## src/rtl/sample_streamer.sv

```systemverilog
// ---------------------------------------------------------------------------
// sample_streamer: walks the sample memory at a programmable rate and ships
// each 12-bit sample to an SPI DAC as a {CMD, sample} 16-bit frame.
// Revision: 1.0
// ---------------------------------------------------------------------------
`default_nettype none

module sample_streamer #(
  parameter int         SIZE  = 32,
  parameter int         DIV_W = 16,
  parameter logic [3:0] CMD   = 4'b0011
) (
  input  logic             clk,
  input  logic             rst,
  input  logic             enable,
  input  logic [DIV_W-1:0] divider,
  output logic             read,
  output logic [4:0]       address,
  input  logic [11:0]      sample,
  output logic             dac_cs_n,
  output logic             dac_sclk,
  output logic             dac_mosi,
  output logic             wrap,
  output logic             overrun
);

  localparam logic [2:0] ST_IDLE  = 3'd0;
  localparam logic [2:0] ST_FETCH = 3'd1;
  localparam logic [2:0] ST_LOAD  = 3'd2;
  localparam logic [2:0] ST_SHIFT = 3'd3;
  localparam logic [2:0] ST_DONE  = 3'd4;

  localparam logic [4:0] LAST_ADDR = 5'(SIZE - 1);

  logic [2:0]       state;
  logic [2:0]       state_nxt;
  logic [DIV_W-1:0] tick_cnt;
  logic [DIV_W-1:0] period_m1;
  logic             tick;
  logic [4:0]       bit_cnt;
  logic [15:0]      shreg;

  // A zero divider behaves like 1, i.e. a tick every cycle.
  assign period_m1 = (divider == '0) ? '0 : divider - DIV_W'(1);
  assign tick      = enable && (tick_cnt >= period_m1);

  always_ff @(posedge clk or posedge rst) begin
    if (rst) begin
      tick_cnt <= '0;
    end else if (!enable || tick) begin
      tick_cnt <= '0;
    end else begin
      tick_cnt <= tick_cnt + DIV_W'(1);
    end
  end

  always_ff @(posedge clk or posedge rst) begin
    if (rst) begin
      state <= ST_IDLE;
    end else begin
      state <= state_nxt;
    end
  end

  always_comb begin
    state_nxt = state;
    case (state)
      ST_IDLE:  if (tick) state_nxt = ST_FETCH;
      ST_FETCH: state_nxt = ST_LOAD;
      ST_LOAD:  state_nxt = ST_SHIFT;
      ST_SHIFT: if (bit_cnt == 5'd31) state_nxt = ST_DONE;
      ST_DONE:  state_nxt = ST_IDLE;
      default:  state_nxt = ST_IDLE;
    endcase
  end

  // bit_cnt[0] is the sclk phase; the shift happens at the end of each high phase.
  always_ff @(posedge clk or posedge rst) begin
    if (rst) begin
      shreg   <= '0;
      bit_cnt <= '0;
      address <= '0;
    end else begin
      case (state)
        ST_LOAD: begin
          shreg   <= {CMD, sample};
          bit_cnt <= '0;
        end
        ST_SHIFT: begin
          bit_cnt <= bit_cnt + 5'd1;
          if (bit_cnt[0]) shreg <= {shreg[14:0], 1'b0};
        end
        ST_DONE:  address <= (address == LAST_ADDR) ? 5'd0 : address + 5'd1;
        default:  ;
      endcase
    end
  end

  always_comb begin
    read     = (state == ST_FETCH);
    dac_cs_n = (state != ST_SHIFT);
    dac_sclk = (state == ST_SHIFT) && bit_cnt[0];
    dac_mosi = (state == ST_SHIFT) && shreg[15];
    wrap     = (state == ST_DONE) && (address == LAST_ADDR);
    overrun  = tick && (state != ST_IDLE);
  end

endmodule

`default_nettype wire

```

## config.mk

```make
export PLATFORM = sky130hd
export DESIGN_NAME = sample_streamer
export DESIGN_NICKNAME = d
export VERILOG_FILES = /design/src/rtl/sample_streamer.sv
export SDC_FILE = /design/constraint.sdc
export NUM_CORES = 1
export LEC_CHECK = 0
export CORE_ASPECT_RATIO = 0.9
export CORE_MARGIN = 3
export CORE_UTILIZATION = 40
export CTS_CLUSTER_SIZE = 16
export DETAILED_ROUTE_END_ITERATION = 16
export PLACE_DENSITY_LB_ADDON = 0.05
export SYNTH_ARGS = -nofsm -noshare
export SYNTH_HDL_FRONTEND = slang
export SYNTH_SLANG_ARGS = --single-unit
```

## constraint.sdc

```tcl
create_clock -name clk -period 7.75 [get_ports clk]
set_input_delay 0.775 -clock clk [delete_from_list [all_inputs] [get_ports clk]]
set_output_delay 0.775 -clock clk [all_outputs]
set_load 0.05 [all_outputs]
```

# Word-level counts from Yosys, hierarchy flattened

Index checks and enable logic that the tools add are counted.
W data, S select, Z words.

Register bits after elaboration: 45
Input port bits: 31
Output and inout port bits: 11
Word-level logic and storage cells: 42

$add $sub $neg: 4
$lt $le $gt $ge: 1
Equal/unequal tests: 10
Muxes and demuxes: 9
Reduce and logical (&&, ||, !) cells: 13

Operators by type and width:

| operator                | number |
|---|---|
| $mux W16                | 3 |
| $pmux W16 S2            | 1 |
| $add A16 B1 Y16 const B | 1 |
| $ge A16 B16 Y1          | 1 |
| $logic_not A16 Y1       | 1 |
| $sub A16 B1 Y16 const B | 1 |
| $pmux W3 S4             | 1 |
| $add A5 B1 Y5 const B   | 2 |
| $eq A5 B5 Y1 const B    | 2 |
| $pmux W5 S2             | 1 |
| $eq A3 B2 Y1 const B    | 2 |
| $mux W3                 | 2 |
| $ne A2 B2 Y1 const B    | 3 |
| $logic_and A1 B1 Y1     | 5 |
| $mux W5                 | 1 |
| $reduce_and A2 Y1       | 2 |
| $eq A3 B1 Y1 const B    | 1 |
| $eq A3 B3 Y1 const B    | 1 |
| $logic_not A3 Y1        | 1 |
| $ne A3 B2 Y1 const B    | 1 |
| $reduce_bool A3 Y1      | 1 |
| $reduce_bool A2 Y1      | 1 |
| $logic_not A1 Y1        | 1 |
| $logic_or A1 B1 Y1      | 1 |

# Depth between registers and ports, before layout

Gate-level depths: netlist of the first run.

Depth in word-level cells: 6
Mapped depth: 13
Depth with buffers taken out: 10

# Worst setup path before layout of the first run

No wires, ideal clock.

Path type: input port to output port
From: in divider[11]
To: out overrun
Arrival time: 3.551 ns
Required time: 6.975 ns
Slack: 3.424 ns
Stages: 11
Path buffers: 2
Path through: nor4_2 -> nand2_2 -> or4_4 -> and2_1 -> ha_1 -> nand2b_4 -> a2111o_1 -> a32o_1 -> buf_6 -> buf_12 -> o21a_1

Longest elaborated chain between the ends: 5
Elaborated cells on any way between the ends: 6
Those cells by class: 1 x add/sub; 1 x order compare; 1 x mux; 3 x reduce/logical

RTL lines:

| what                                                 | RTL line | source |
|---|---|---|
| from (decl)                                          | 16       | `input logic [DIV_W-1:0] divider,` |
| $sub A16 B1 Y16 or $logic_not A16 Y1 (tied branches) | 44       | `assign period_m1 = (divider == '0) ? '0 : divider - DIV_W'(1);` |
| $mux W16 *                                           | 44       |  |
| $ge A16 B16 Y1 *                                     | 45       | `assign tick = enable && (tick_cnt >= period_m1);` |
| $logic_and A1 B1 Y1 *                                | 45       |  |
| $logic_and A1 B1 Y1 *                                | 105      | `overrun = tick && (state != ST_IDLE);` |
| to (decl)                                            | 24       | `output logic overrun` |

Mark *: on every way between the ends. The rest lies on a longest branch, timed or not.

# Final worst setup path of the first run

From: in divider[3]
To: out overrun

Same word-level chain as after synthesis.

==> summary.txt, run 1 <==
#FFs+latches synth: 45
Final Skew: 0.00635 ns
First-pass GRT wire length: 10900 µm
R2R depth: 6
Layout Nets: 413
Reg-to-Reg End: state[0]$_DFFE_PP0P_
YS warnings: 0
GRT Total Usage: 0.152
WS Path Type: in -> out
VDD IR max: 0.0868 mV
Ranking of synthesized cells by instance count: dfrtp_1 (45), nand2_1 (43), o21ai_0 (26), ha_1 (23)
Layout cells sized above 1: 0.0861
# rows: 29
Setup WS post-layout: 1.96 ns
Flop2flop setup slack: 5.32 ns
Post-cts resize count: 0
WP data required: 6.97 ns
Count of clock tree sinks: 45
Post-CTS setup buffer count: 0
Routed vias: 2372
Worst Path Arrival: 5.01 ns
CP max stage cell: a32o_1
CTS H-Tree Depth: 2
Status: finished, final reports clean
Hold Crit Start: bit_cnt[4]$_DFFE_PP0N_
Fin crit share: 0.747
Post-DP Area: 3460 µm²
Diodes inserted: 0
Largest net degree at the start of global routing: 46
Final wirelength: 6060 µm
FILL cells: 696
Power Dens Cells: 215 nW/µm²
Leak Pwr: 1.48 nW
Mapped cell area: 3020 µm²
Startpoint Class: input port
FMAX: 173 MHz
Final Max Tran Viols: 0
Dominant synthesized flop cell: dfrtp_1
Number of synthesized flops with an enable pin: 0
Post-route ant nets: 0
Hold Crit Depth: 2
Worst path most repeated cell: clkdlybuf4s50_1
P&R area growth vs syn: 19.1%
Core Box Area: 7180 µm²
I/O Buffers: 41
Synth unique cells: 45
Worst slew pin tran: 0.930 ns
Routed wire per std cell: 13.4 µm
Hold buffer count at CTS: 0
DIE AREA: 8630 µm²
Initial antenna violation count: 0
Critical path peak fanout: 18
Final Hold Viols: 0
CTS clk-pin slew, worst paths: 0.08 ns
Pre-CTS WS: 1.94 ns
Worst hold path class: reg -> reg
Residual DRC: 0
Setup TNS: 0 ns
Clk_lat worst skew: 0.29 ns
RSZ-0062 raised after global routing: no
Setup crit end kind: primary output
CP Cell Sequence: clkdlybuf4s50_1 -> nor4_4 -> nand2_1 -> or4_4 -> o21ai_0 -> ha_1 -> nand4_1 -> a211oi_1 -> a32o_1 -> o21a_1 -> clkdlybuf4s50_1
Area leader, netlist: dfrtp_1
CTS tree: done
Io pins: 42
Count leader, synth: dfrtp_1
Initial core utilization: 0.420
Starting DRT DRC Count: 108
Register area share after synthesis: 0.373
CTS Buf Count: 5
Reg-to-reg startpoint: tick_cnt[0]$_DFF_PP0_
Minimum clock period: 5.79 ns
Yosys top cell area share: 0.373
Clk root buf: clkbuf_8
Vias per cell: 5.24
Synthesized instance count: 323
Worst Hold End: bit_cnt[4]$_DFFE_PP0N_
DR pass1 iterations: 4
Mapped Nets: 377
Final setup fails: 0
Final instance area: 3600 µm²
DP Wirelength: 4530 µm
Slew headroom: 0.380
Chip width: 97.6 µm
Synth top area cells: dfrtp_1 (37%), ha_1 (9.5%), xnor2_1 (5.8%)
Longest Clk Path Bufs: 2
Syn_area_per_cell: 9.35 µm²
GRT Residual Overflow: 0
Max-cap check violation count: 0
GP Congestion: 0.812
Fraction of registers with async set/reset: 1.00
Die H: 88.4 µm
Vias in the first global route: 2388
Critical Path Max Stage Delay: 0.82 ns
per-stage QoR:
step,power [mW],hold WS (ns),instances,utilization
floorplan,0.500,0.445,323,-
global placement,0.571,0.456,445,0.482
detailed placement,0.573,0.467,445,0.482
CTS,0.784,0.487,453,0.501
global route,0.832,0.509,453,0.501
finish,0.772,0.481,453,0.501
kinds of logic after synthesis:
group                    after synthesis  share of synthesized area
AO/OA/AOI/OAI                         46                     0.0912
XOR/XNOR                              24                     0.0696
adder cells (fa/ha/maj)               23                     0.0953
buffers and inverters                 26                     0.0485
flip-flops                            45                      0.373
multiplexers                          15                     0.0510
AND/OR/NAND/NOR                      144                      0.271
power breakdown:
part,internal (mW),switching [mW]
combinational,0.104,0.150
sequential,0.279,0.0314
clock,0.128,0.0796
total,0.511,0.261
cells in the final DEF, fill, tap and decap left out, types with 4 or more instances in the layout:
| cell type | count |
|---|---|
| a21oi_1 | 8 |
| and3_1 | 4 |
| clkbuf_8 | 5 |
| clkdlybuf4s50_1 | 41 |
| dfrtp_1 | 45 |
| ha_1 | 23 |
| inv_1 | 9 |
| mux2i_1 | 12 |
| nand2_1 | 43 |
| nand3_1 | 12 |
| nand4_1 | 8 |
| nor2_1 | 20 |
| nor3_1 | 15 |
| nor4_1 | 13 |
| nor4_2 | 9 |
| o21ai_0 | 26 |
| xnor2_1 | 20 |
| xor2_1 | 4 |
state kept, by name, indices dropped and copies added (netlist names):
name      count
address       5
bit_cnt       5
tick_cnt     16
state         3
shreg        16
worst max-delay path: cells and delay by family:
family          cells  cell delay [ns]
buf+inv             2             1.30
fa+ha+maj           1             0.17
compound gates      4             1.40
simple gates        4             1.35
area by class of cell:
type                       instances  area (µm²)  share of cell area
inverter                          11        41.3              0.0115
clock buffer                       5        68.8              0.0191
sequential                        45        1130               0.313
clock inverter                     3        65.1              0.0181
multi-input combinational        252        1750               0.486
timing repair buffer              44         433               0.120
tap                               93         116              0.0323
how the worst max path moves through the flow:
stage,endpoint,startpoint,slack (ns),cells after the start
2_1_floorplan,overrun,divider[11],3.42,11
3_3_place_gp,overrun,divider[3],2.05,11
3_5_place_dp,overrun,divider[3],1.94,11
4_1_cts,overrun,divider[3],1.93,11
5_1_grt,overrun,divider[5],1.61,11
6_report,overrun,divider[3],1.96,11
per-layer routing:
layer | GRT usage | part of all wire | up-vias
met5 | 0 | 0 | -
met1 | 0.216 | 0.53 | 1105
met4 | 0.0377 | 0.0066 | 0
met2 | 0.241 | 0.43 | 35
li1 | - | - | 1227
met3 | 0.0292 | 0.030 | 5
Power figures use the tool's default switching activity.
==> run 2: changes to the inputs <==
Clock period 7.75 ns to 5 ns, I/O delays scaled along.
==> run 2 against run 1 <==
  * Flip-flop and latch count unchanged
  * Largest cell class unchanged
  * Design area is 0.24% higher
  * Clock power grew 60%
==> summary.txt, run 2 (synthesized netlist as in run 1, its figures left out) <==
Crit path max-delay family: simple AND/OR/NAND/NOR gates
Final instance area: 3610 µm²
DP Wirelength: 4810 µm
Critical Path Max Stage Delay: 0.58 ns
Fin crit share: 0.858
Sw frac: 0.342
Worst slew pin tran: 0.673 ns
Setup crit end kind: primary output
CTS Buf Count: 5
Leak Pwr: 1.49 nW
Final setup fails: 0
# rows: 29
DIE AREA: 8630 µm²
Critical path buffers and inverters: 2
Post-CTS setup buffer count: 0
Post-DP Area: 3470 µm²
CTS H-Tree Depth: 2
Longest Clk Path Bufs: 2
Hold Crit Depth: 2
Status: finished, final reports clean
Max-cap check violation count: 0
Power Dens Cells: 335 nW/µm²
Chip width: 97.6 µm
GRT Residual Overflow: 0
Reg-to-reg startpoint: tick_cnt[0]$_DFF_PP0_
CP max stage cell: or4_4
P&R area growth vs syn: 19.4%
Clk pwr share: 0.275
Die H: 88.4 µm
Vias in the first global route: 2310
Clk_lat worst skew: 0.30 ns
Net Switching: 0.413 mW
Worst Path Arrival: 3.79 ns
DR pass1 iterations: 5
Hold slack: 0.485 ns
Largest net degree at the start of global routing: 46
Initial core utilization: 0.420
First-pass GRT wire length: 11100 µm
Layout Nets: 414
Final Skew: 0.0113 ns
Reg power frac: 0.398
Finished Core Util: 0.502
Multi-input logic area: 1750 µm²
Core Box Area: 7180 µm²
Routed vias: 2377
FMAX: 233 MHz
Pre-CTS WS: 0.734 ns
I/O Buffers: 41
Residual DRC: 0
Flop2flop setup slack: 2.73 ns
Inst Count DP: 446
Clk root buf: clkbuf_8
Setup WS post-layout: 0.709 ns
GRT Total Usage: 0.155
Layout cells sized above 1: 0.0914
CTS clk-pin slew, worst paths: 0.09 ns
CTS tree: done
Hold Crit Start: bit_cnt[4]$_DFFE_PP0N_
Io pins: 42
Largest registers: shreg: 16 flops, tick_cnt: 16 flops
Startpoint Class: input port
Internal Power: 0.795 mW
Routed wire per std cell: 14.0 µm
Initial antenna violation count: 0
Minimum clock period: 4.29 ns
Crit path depth: 11
Starting DRT DRC Count: 97
Reg-to-Reg End: state[0]$_DFFE_PP0P_
WP data required: 4.50 ns
CP Cell Sequence: clkdlybuf4s50_1 -> nor4_4 -> nand2_1 -> or4_4 -> and2_1 -> ha_1 -> nand2b_4 -> a2111o_1 -> a32o_1 -> o21a_1 -> buf_4
Final Power: 1.21 mW
Final Non-Filler Cells: 454
Final wirelength: 6340 µm
Critical path peak fanout: 14
FILL cells: 687
R2R depth: 7
Final Max Tran Viols: 0
Post-cts resize count: 0
Combinational power share: 0.326
GP Congestion: 0.823
Diodes inserted: 0
Slew headroom: 0.549
Setup TNS: 0 ns
VDD IR max: 0.152 mV
RSZ-0062 raised after global routing: no
Commonest non-fill, non-tap cell in the layout: dfrtp_1
Count of clock tree sinks: 45
Post-route ant nets: 0
WS Path Type: in -> out
Final Hold Viols: 0
Commonest cells after routing, fill and taps aside: dfrtp_1 (45), nand2_1 (43), clkdlybuf4s50_1 (40)
Worst Hold End: bit_cnt[4]$_DFFE_PP0N_
Worst hold path class: reg -> reg
Vias per cell: 5.24
Footprint of the flip-flops and latches: 1130 µm²
Hold buffer count at CTS: 0
[run 2: cell types whose count changed in the layout (fill, tap and decap cells not counted)]
cell and delta:
buf_4 +2, clkinv_2 -1, inv_6 +1, clkdlybuf4s50_1 -1
[run 2: cell type report]
cell class	count	area share
clock inverters	3	0.0191
repair buffers	45	0.121
well taps	93	0.0323
inverters	11	0.0115
flip-flops and latches	45	0.312
multi-input cells	252	0.484
clock buffers	5	0.0191
[run 2: power groups by stage]
stage	sequential (mW)	combinational [mW]	clock (mW)
3_5_place_dp	0.487	0.405	0
2_1_floorplan	0.470	0.306	0
5_1_grt	0.494	0.446	0.357
6_report	0.481	0.394	0.332
4_1_cts	0.482	0.403	0.341
3_3_place_gp	0.489	0.397	0
[run 2: how the worst max path moves through the flow]
stage | from | endpoint | slack [ns]
after global placement | divider[3] | overrun | 0.79
after CTS | divider[5] | overrun | 0.72
after global routing | divider[3] | overrun | 0.56
final | divider[3] | overrun | 0.71
after floorplan | divider[11] | overrun | 1.22
after detailed placement | divider[5] | overrun | 0.73
[run 2: routing by layer]
metal | track usage | vias up | routed length [µm]
met5 | 0 | - | 0
met3 | 0.0347 | 2 | 203
li1 | - | 1231 | -
met2 | 0.236 | 33 | 2660
met4 | 0.0264 | 0 | 18
met1 | 0.231 | 1111 | 3450
[run 2: worst reg2reg max path, stage by stage (launching register included)]
cell	delay (ns)
dfrtp_1	0.43
inv_1	0.07
ha_1	0.28
nand2b_4	0.13
a2111o_1	0.40
a32o_1	0.24
buf_4	0.22
o41a_1	0.39
==> run 3: changes to the inputs <==
Settings changed: CTS_CLUSTER_DIAMETER from default to 150.
Clock period 5 ns to 5.3 ns, I/O delays scaled along.
==> run 3 against run 2 <==
  * Via count decreased by 0.17%
  * Register-to-register slack gained 0.31 ns
  * Clock skew shrank 0.0055 ns
==> summary.txt, run 3 (synthesized netlist as in run 1, its figures left out) <==
Status: finished, final reports clean
# rows: 29
Commonest non-fill, non-tap cell in the layout: dfrtp_1
Final Non-Filler Cells: 454
CP max stage cell: or4_4
Final Skew: 0.00589 ns
Diodes inserted: 0
Routed wire per std cell: 13.7 µm
WP data required: 4.77 ns
Finished Core Util: 0.494
Worst Path Arrival: 4.07 ns
Layout Nets: 414
Clk root buf: clkbuf_8
CTS clk-pin slew, worst paths: 0.08 ns
Initial antenna violation count: 0
Largest registers: shreg: 16 flops, tick_cnt: 16 flops
Slew headroom: 0.566
Final Max Tran Viols: 0
First-pass GRT wire length: 10800 µm
Clk_lat worst skew: 0.29 ns
Pre-CTS WS: 0.730 ns
Worst hold path class: reg -> reg
Worst slew pin tran: 0.647 ns
Chip width: 97.6 µm
Minimum clock period: 4.60 ns
CP Cell Sequence: clkdlybuf4s50_1 -> nor4_4 -> nand2_1 -> or4_4 -> o21ai_0 -> ha_1 -> nand4_1 -> nor3_1 -> or4_1 -> buf_4 -> o21a_1 -> buf_4
Commonest cells after routing, fill and taps aside: dfrtp_1 (45), nand2_1 (43), clkdlybuf4s50_1 (40)
Post-cts resize count: 0
Routed vias: 2373
CTS Buf Count: 5
RSZ-0062 raised after global routing: no
Initial core utilization: 0.420
Residual DRC: 0
Critical path peak fanout: 18
CTS H-Tree Depth: 2
Setup WS post-layout: 0.703 ns
VDD IR max: 0.144 mV
Core Box Area: 7180 µm²
Worst path most repeated cell: buf_4
WS Path Type: in -> out
Leak Pwr: 1.46 nW
Post-CTS setup buffer count: 0
Die H: 88.4 µm
Setup crit end kind: primary output
Longest Clk Path Bufs: 2
Setup TNS: 0 ns
Io pins: 42
Starting DRT DRC Count: 103
DR pass1 iterations: 4
Critical Path Max Stage Delay: 0.59 ns
Post-route ant nets: 0
GP Congestion: 0.810
Final wirelength: 6210 µm
Vias in the first global route: 2287
Startpoint Class: input port
I/O Buffers: 41
Vias per cell: 5.23
Hold slack: 0.480 ns
CTS tree: done
Inst Count DP: 446
DP Wirelength: 4650 µm
Fin crit share: 0.867
FMAX: 218 MHz
Hold buffer count at CTS: 0
DIE AREA: 8630 µm²
P&R area growth vs syn: 17.6%
GRT Residual Overflow: 0
Max-cap check violation count: 0
Power Dens Cells: 290 nW/µm²
Largest net degree at the start of global routing: 46
Layout cells sized above 1: 0.0886
Final Hold Viols: 0
Count of clock tree sinks: 45
Final setup fails: 0
GRT Total Usage: 0.152
run 3: cell types whose count changed in the layout (fill, tap and decap cells not counted):
cell	before	now
bufinv_16	2	0
clkinv_2	0	2
clkbuf_1	0	1
inv_6	1	0
run 3: area by class of cell:
| cell class | instances | area, µm² |
|---|---|---|
| Clock buffer | 6 | 72.6 |
| Clock inverter | 2 | 10.0 |
| Fill cell | 704 | 3630 |
| Inverter | 11 | 41.3 |
| Multi-Input combinational cell | 252 | 1750 |
| Sequential cell | 45 | 1130 |
| Tap cell | 93 | 116 |
| Timing Repair Buffer | 45 | 438 |
run 3: per-layer routing:
layer,GRT usage,vias up,wire length [µm]
li1,-,1228,-
met1,0.233,1106,3350
met2,0.218,32,2590
met3,0.0307,7,228
met4,0.0377,0,49
met5,0,-,0
run 3: power by group:
part	leakage (nW)	internal, mW	switching (mW)
clock	0.0450	0.0914	0.110
sequential	0.598	0.408	0.0472
combinational	0.820	0.153	0.222
run 3: metrics by stage:
stage | power, mW | area [µm²]
finish | 1.03 | 3550
global route | 1.12 | 3550
CTS | 1.05 | 3550
detailed placement | 0.844 | 3470
global placement | 0.835 | 3470
floorplan | 0.732 | 3020
run 3: final timing paths:
check / start / endpoint / slack [ns] / depth (start not counted)
max in group asynchronous: rst / shreg[1]$_DFFE_PP0P_ / 4.23 / 3
worst min-delay path: shreg[1]$_DFFE_PP0P_ / shreg[1]$_DFFE_PP0P_ / 0.48 / 2
worst max register to register: tick_cnt[0]$_DFF_PP0_ / state[0]$_DFFE_PP0P_ / 3.04 / 7
min in group asynchronous: rst / shreg[0]$_DFFE_PP0P_ / 0.69 / 3
worst max-delay path: divider[3] / overrun / 0.70 / 12
worst min register to register: shreg[1]$_DFFE_PP0P_ / shreg[1]$_DFFE_PP0P_ / 0.48 / 2
run 3: worst max-delay path, delay by kind of cell:
kind                       cells  cell delay, ns
adders and majority gates      1            0.28
and+or+nand+nor                6            1.99
buffers and inverters          3            0.92
AOI/OAI and AO/OA              2            0.33
